File: config.mk
export PLATFORM = sky130hd
export DESIGN_NAME = pipeline_stall_ctrl
export DESIGN_NICKNAME = d
export VERILOG_FILES = /design/src/rtl/pipeline_stall_ctrl.sv
export SDC_FILE = /design/constraint.sdc
export NUM_CORES = 1
export LEC_CHECK = 0
export ABC_AREA = 1
export BUFFER_PORTS_ARGS = -buffer_cell sky130_fd_sc_hd__buf_2
export CAP_MARGIN = 20
export CORE_ASPECT_RATIO = 1.25
export CORE_UTILIZATION = 45
export CTS_CLUSTER_SIZE = 25
export DETAILED_ROUTE_END_ITERATION = 10
export GPL_TIMING_DRIVEN = 0
export PLACE_DENSITY = 0.69
export RECOVER_POWER = 100
export REMOVE_ABC_BUFFERS = 1
export SLEW_MARGIN = 0
export SYNTH_ARGS = -nofsm -noshare
export SYNTH_HDL_FRONTEND = slang
export SYNTH_SLANG_ARGS = --single-unit
File: constraint.sdc
create_clock -name clk -period 3.23 [get_ports clk]
set_input_delay 0.646 -clock clk [delete_from_list [all_inputs] [get_ports clk]]
set_output_delay 0.646 -clock clk [all_outputs]
set_load 0.005 [all_outputs]
File: src/rtl/pipeline_stall_ctrl.sv
// Pipeline sequencing controller: load-use stalls, taken-branch flushes and
// data-memory wait stalls for the 5-stage core, plus performance counters.
module pipeline_stall_ctrl #(
   parameter int unsigned CNT_W       = 16,
   parameter int unsigned MEM_TIMEOUT = 64,
   parameter int unsigned TO_W        = 8
) (
   input  logic             clk,
   input  logic             rst,
   input  logic [4:0]       Rs1_D,
   input  logic [4:0]       Rs2_D,
   input  logic [4:0]       RD_E,
   input  logic             MemReadE,
   input  logic             PCSrcE,
   input  logic             mem_req_M,
   input  logic             mem_ready,
   output logic             StallF,
   output logic             StallD,
   output logic             StallE,
   output logic             StallM,
   output logic             FlushD,
   output logic             FlushE,
   output logic             FlushW,
   output logic             mem_timeout,
   output logic [CNT_W-1:0] stall_count,
   output logic [CNT_W-1:0] flush_count
);

   typedef enum logic [0:0] {StRun, StMemWait} state_e;

   localparam logic [TO_W-1:0]  TimeoutVal = TO_W'(MEM_TIMEOUT);
   localparam logic [CNT_W-1:0] CntMax     = '1;

   state_e            state_q, state_d;
   logic [TO_W-1:0]   wait_cnt_q, wait_cnt_d;
   logic              mem_timeout_q, mem_timeout_d;
   logic [CNT_W-1:0]  stall_count_q, stall_count_d;
   logic [CNT_W-1:0]  flush_count_q, flush_count_d;
   logic              load_use;
   logic              mem_stall;
   logic              branch_flush;

   always_comb begin
      load_use  = MemReadE && (RD_E != 5'd0) && ((RD_E == Rs1_D) || (RD_E == Rs2_D));
      mem_stall = (state_q == StRun) ? (mem_req_M && !mem_ready) : !mem_ready;

      StallF       = 1'b0;
      StallD       = 1'b0;
      StallE       = 1'b0;
      StallM       = 1'b0;
      FlushD       = 1'b0;
      FlushE       = 1'b0;
      FlushW       = 1'b0;
      branch_flush = 1'b0;

      // E is frozen during a memory wait, so branch and load-use re-present later.
      if (!rst) begin
         if (mem_stall) begin
            StallF = 1'b1;
            StallD = 1'b1;
            StallE = 1'b1;
            StallM = 1'b1;
            FlushW = 1'b1;
         end else if (PCSrcE) begin
            FlushD       = 1'b1;
            FlushE       = 1'b1;
            branch_flush = 1'b1;
         end else if (load_use) begin
            StallF = 1'b1;
            StallD = 1'b1;
            FlushE = 1'b1;
         end
      end
   end

   always_comb begin
      state_d = state_q;
      unique case (state_q)
         StRun:     if (mem_req_M && !mem_ready) state_d = StMemWait;
         StMemWait: if (mem_ready) state_d = StRun;
         default:   state_d = StRun;
      endcase

      // mem_stall is true exactly when the next state is MEM_WAIT.
      wait_cnt_d = '0;
      if (mem_stall) begin
         wait_cnt_d = (wait_cnt_q == TimeoutVal) ? wait_cnt_q : wait_cnt_q + 1'b1;
      end
      mem_timeout_d = mem_timeout_q || (mem_stall && (wait_cnt_d == TimeoutVal));

      stall_count_d = stall_count_q;
      if (StallF && (stall_count_q != CntMax)) begin
         stall_count_d = stall_count_q + 1'b1;
      end
      flush_count_d = flush_count_q;
      if (branch_flush && (flush_count_q != CntMax)) begin
         flush_count_d = flush_count_q + 1'b1;
      end
   end

   always_ff @(posedge clk) begin
      if (rst) begin
         state_q       <= StRun;
         wait_cnt_q    <= '0;
         mem_timeout_q <= 1'b0;
         stall_count_q <= '0;
         flush_count_q <= '0;
      end else begin
         state_q       <= state_d;
         wait_cnt_q    <= wait_cnt_d;
         mem_timeout_q <= mem_timeout_d;
         stall_count_q <= stall_count_d;
         flush_count_q <= flush_count_d;
      end
   end

   assign mem_timeout = mem_timeout_q;
   assign stall_count = stall_count_q;
   assign flush_count = flush_count_q;

endmodule

==> results.md, run 1 <==
* Pwr Total at approximately 940 uW
* IR drop worst, VDD at ~0.16 mV
* Final Hold Fails at 0
* P&R area growth vs syn at 11.4%
* Setup TNS at 0 ps
* Post-Syn Instances at about 380
* R2r endpoint: flush_count[8]
* Hold Path Depth at 2
* Internal power at roughly 700 uW
* N_diodes at 0
* Num CTS Buffers at 5
* Vias in the first global route at about 2400
* Hold Crit Class: register to register
* Synth area leaders: dfxtp_1, nand2_1, nand3_1
* Slew Limit Fails at 0
* Worst path cell trace: buf_2 > inv_1 > nand2_1 > nor2_1 > inv_1 > o21ai_0 > clkbuf_1
* Final Util at 0.528
* Crit start category: input pin
* Peak Freq at about 0.37 GHz
* CP most frequent cell: inv_1
* RSZ-0062 raised after global routing: false
* DIE WIDTH at around 70 um
* Routed wire per std cell at around 11 um
* Post-Route WL at approximately 5600 um
* R2R depth at 9
* Placed cell count at slightly below 500
* RR Startpoint: flush_count[0]
* Cts hold-fix bufs at 0
* Synth Cell Area at about 2600 um^2
* Worst-Margin Slew at between 600 and 700 ps
* Sink Count at 42
* Status: completed
* Netlist cell types at 35
* Kind of cell adding the most delay to the critical path: buffers and inverters
* Power Dens Cells at approximately 320 nW/um^2
* Sink of the worst hold path: flush_count[9]
* CTS Root Cell: clkbuf_8
* Die Ht at 87.2 um
* Worst skew pair latency at approximately 290 ps
* GRT overflow at 0
* Hold_sp: flush_count[9]
* Final setup skew at approximately 4.3 ps
* Post-route non-filler standard cell count at slightly below 500
* Drt first pass iters at 4
* Sequential share of the synthesized area at 0.322
* Number of post-CTS setup repair buffers at 0
* Initial Utilization at 0.474
* Relative slew slack at 0.562
* EDFF count, synth at 0
* Yosys Warn Count at 0
* Max stage delay cell, worst path: buf_2
* NumNets Final at 456
* Most frequent cells after synthesis: nand2_1, dfxtp_1, nor2_1
* Core area at between 5000 and 6000 um^2
* Longest Clk Path Bufs at 2
* P_sw at about 240 uW
* Worst Path Buf+Inv at 4
* Layout cells sized above 1 at 0.186
* FF-to-FF setup slack at 1120 ps
* Routed Antenna Nets at 0
* GR Util All Layers at 0.199
* Leading area contributor after synthesis: dfxtp_1
* Kind of critical path: input pin to output pin
* Required time worst endpoint at roughly 2600 ps
* P_leak at roughly 1.3 nW
* Area of the die at 6120 um^2
* Switching Share at 0.251
* Ys async rst share at 0
* Gates resized, CTS repair at 0
* Worst Path Max Fanout at 33
* DR iter-0 viols at between 100 and 150
* First-pass GRT wire length at approximately 10000 um
* Drt drc at 0
* Vias/cell at between 5 and 6
* Fin crit share at 0.847
* Fin crit period at 2740 ps
* Top-area cell type share of the netlist area at 0.322
* Syn Area/Cell at roughly 7 um^2
* Via count at approximately 2500
* I/O Pins at ~60
* Seq pwr share at 0.561
* Quantity of I/O buffers inserted on ports at 60
* CP endpoint kind: output pin
* Hold slack at between 400 and 500 ps
* Largest net degree at the start of global routing at 34
* CTS tree: yes
* RD Place Congestion at roughly 0.86
* Seq cells post-synth at 42
* Clock Power Share at 0.343
* H-tree depth at 2
* Logic gate share of total power at 0.096
* Rows at 30
* Predominant post-synthesis flop cell: dfxtp_1
* CP arrival at 2090 ps
* Endpoints failing setup at 0
* Max_cap viols at 0
* Post-DP HPWL at ~4200 um
* Reg clk slew, reported paths at around 80 ps
* Initial antenna violation count at 0
* Delay of the slowest critical-path stage at around 510 ps
* Top-count cell post-synth: nand2_1
==> worst max path at each step <==
stage,from,endpoint,slack (ps),cells after the start
6_report,rst,FlushE,490,7
5_1_grt,rst,FlushE,320,7
4_1_cts,rst,FlushE,390,7
3_5_place_dp,rst,flush_count[8],350,9
3_3_place_gp,rst,flush_count[8],370,9
2_1_floorplan,mem_req_M,StallD,1090,6
==> final cells by class <==
cell class,count,area [um^2]
clock buffers,7,76.3
fillers,544,2610
inverters,49,185
multi-input cells,273,1440
flip-flops and latches,42,841
well taps,64,80.1
repair buffers,60,287
==> power by group through the flow <==
stage               clock [mW]  sequential (mW)  combinational (mW)
global route             0.353            0.527               0.104
finish                   0.322            0.526              0.0902
CTS                      0.333            0.526              0.0930
detailed placement           0            0.539              0.0929
global placement             0            0.538              0.0910
floorplan                    0            0.538              0.0513
==> tightest hold or removal path, delay by kind of cell, from the launching register on <==
family,cells,cell delay [ps]
DFF,1,330
and+or+nand+nor,1,60
AOI/OAI and AO/OA,1,50
==> cell usage in the layout (no fill, tap or decap), types with 5 or more instances in the layout <==
cell type	Yosys	layout
nand3_1	34	34
nand2_1	87	88
clkbuf_1	3	13
nand3_2	8	8
a21oi_1	22	26
clkbuf_8	0	5
xnor2_1	12	12
nor3_1	10	10
inv_2	7	6
o21ai_0	10	11
dfxtp_1	42	42
xor2_1	12	12
inv_1	41	42
nand4_1	6	6
buf_2	1	46
nor2_1	42	43
==> stage by stage <==
stage / worst slack [ps] / area (um^2)
after detailed placement: 348 / 2870
after floorplan: 1090 / 2490
final: 493 / 2910
after global placement: 368 / 2870
after global routing: 323 / 2910
after CTS: 391 / 2950
==> routing by layer <==
| metal | share of wire | wire length, um | global-route usage |
|---|---|---|---|
| met5 | 0 | 0 | 0 |
| met4 | 0.013 | 76 | 0.0636 |
| met3 | 0.051 | 286 | 0.0336 |
| met2 | 0.49 | 2780 | 0.360 |
| met1 | 0.44 | 2490 | 0.240 |
==> logic make-up after synthesis <==
logic type	synth area share
AND/OR/NAND/NOR	0.370
buffers and inverters	0.117
AO/OA/AOI/OAI	0.0924
flip-flops	0.322
XOR/XNOR	0.0804
adder cells (fa/ha/maj)	0.0191
==> state kept, by name (all words and copies together) (netlist names) <==
| name | count |
|---|---|
| flush_count | 16 |
| mem_timeout | 1 |
| stall_count | 16 |
| state_q | 1 |
| wait_cnt_q | 8 |
No activity file was read; power rests on OpenSTA's default activity.
==> run 2: changes to the inputs <==
- PLACE_DENSITY: 0.69 -> 0.71
- clock period: 3.23 -> 2.4 ns (I/O delays scaled with it)
==> results.md, run 2 (same netlist as run 1, synthesis figures left out) <==
* Status: completed
* Worst path cell trace: nor2_2 > nor2_4 > inv_2 > nor2_1 > inv_1 > nand2_4 > buf_2
* Post-Route WL at around 5700 um
* Kind of cell adding the most delay to the critical path: simple AND/OR/NAND/NOR gates
* Post-route non-filler standard cell count at just under 500
* Max stage delay cell, worst path: dfxtp_1
* CTS Root Cell: clkbuf_8
* P&R area growth vs syn at 12.0%
* CP arrival at 1760 ps
* First-pass GRT wire length at just under 10000 um
* R2R depth at 7
* Commonest non-fill, non-tap cell in the layout: nand2_1
* Routed wire per std cell at between 10 and 15 um
* Reg clk slew, reported paths at 80 ps
* Num CTS Buffers at 5
* Crit start category: register
* Largest net degree at the start of global routing at 34
* Initial antenna violation count at 0
* Delay of the slowest critical-path stage at approximately 330 ps
* Placed instance area at about 2900 um^2
* Core area at between 5000 and 6000 um^2
* Fin crit period at between 2000 and 2500 ps
* Kind of critical path: register to output pin
* CP Capture Point: StallF
* Longest Clk Path Bufs at 2
* Rows at 30
* # fillers at around 540
* Sink Count at 42
* Via count at between 2000 and 3000
* RD Place Congestion at between 0.8 and 0.9
* N_diodes at 0
* RR Startpoint: stall_count[0]
* Worst skew pair latency at 300 ps
* Routed Antenna Nets at 0
* Worst Path Buf+Inv at 3
* Worst-Margin Slew at slightly above 600 ps
* Power Dens Cells at 438 nW/um^2
* Fin crit share at 0.934
* Levels on crit path at 7
* CTS tree: yes
* Area of the die at ~6100 um^2
* GR Util All Layers at 0.195
* FF-to-FF setup slack at 220 ps
* Max_cap viols at 0
* DR iter-0 viols at roughly 110
* Post-DP HPWL at 4250 um
* Quantity of I/O buffers inserted on ports at 60
* Vias in the first global route at 2339
* Place WS at -325 ps
* RSZ-0062 raised after global routing: false
* P_leak at about 1.3 nW
* Slew Limit Fails at 0
* Peak Freq at ~0.45 GHz
* I/O Pins at 61
* Vias/cell at 5.11
* Hold slack at around 460 ps
* Initial Utilization at 0.474
* Final setup skew at about 12 ps
* Fin area at ~2900 um^2
* GRT overflow at 0
* Die Ht at approximately 87 um
* Relative slew slack at 0.587
* Drt first pass iters at 4
* Hold Crit Class: register to register
* Final Hold Fails at 0
* Worst Setup SP: state_q
* Endpoints failing setup at 0
* Number of post-CTS setup repair buffers at 0
* CP endpoint kind: output pin
* Fin worst setup slack at 158 ps
* Most frequent cells in the layout: nand2_1, buf_2, nor2_1
* NumNets Final at about 460
* DIE WIDTH at 70.2 um
* H-tree depth at 2
* Placed cell count at just under 500
* IR drop worst, VDD at 0.273 mV
* Worst Path Max Fanout at 21
* Cts hold-fix bufs at 0
* R2r endpoint: stall_count[4]
* Layout cells sized above 1 at 0.204
* Drt drc at 0
* Required time worst endpoint at 1920 ps
run 2: final cells by class:
class                      count  area (um^2)  share of cell area
clock buffer                   5         68.8              0.0235
multi-input combinational    273         1450               0.495
sequential                    42          841               0.287
timing repair buffer          60          290              0.0991
clock inverter                 2         10.0             0.00342
inverter                      49          189              0.0645
tap                           64         80.1              0.0274
run 2: worst min-delay path by stage:
stage                start     endpoint  slack (ps)  depth (start not counted)
3_3_place_gp   mem_timeout  mem_timeout         430                          2
3_5_place_dp   mem_timeout  mem_timeout         430                          2
2_1_floorplan  mem_timeout  mem_timeout         450                          2
5_1_grt        mem_timeout  mem_timeout         470                          2
6_report       mem_timeout  mem_timeout         460                          2
4_1_cts        mem_timeout  mem_timeout         460                          2
run 2: metrics by stage:
| step | util | total power [mW] | setup TNS (ps) |
|---|---|---|---|
| after floorplan | - | 0.793 | 0 |
| after global placement | 0.521 | 0.847 | -2630 |
| after detailed placement | 0.521 | 0.852 | -3360 |
| after CTS | 0.536 | 1.29 | 0 |
| after global routing | 0.531 | 1.34 | 0 |
| final | 0.531 | 1.28 | 0 |
run 2: what timing repair did:
action,in CTS,in global routing
resized for setup,1,1
pin swaps,0,0
endpoints found under the setup margin,5,1
gates cloned,0,0
endpoints found under the hold margin,0,0
run 2: power by group:
group	leakage [nW]	total (mW)	switching, mW	internal (mW)
clock	0.0438	0.447	0.251	0.196
combinational	0.881	0.126	0.0811	0.0446
sequential	0.339	0.708	0.00643	0.702
total	1.26	1.28	0.339	0.942
run 2: routing by layer:
| layer | global-route usage | part of all wire |
|---|---|---|
| met3 | 0.0417 | 0.044 |
| met4 | 0.0655 | 0.014 |
| met2 | 0.378 | 0.51 |
| met5 | 0 | 0 |
| met1 | 0.209 | 0.43 |
run 2: worst register-to-register path, cell delays in order, from the launching register on:
cell      delay, ps
dfxtp_1         430
ha_1            270
nand4_2         200
clkinv_2        100
nand4_2         470
nand2_4         410
nand2_1         110
a21oi_2         110
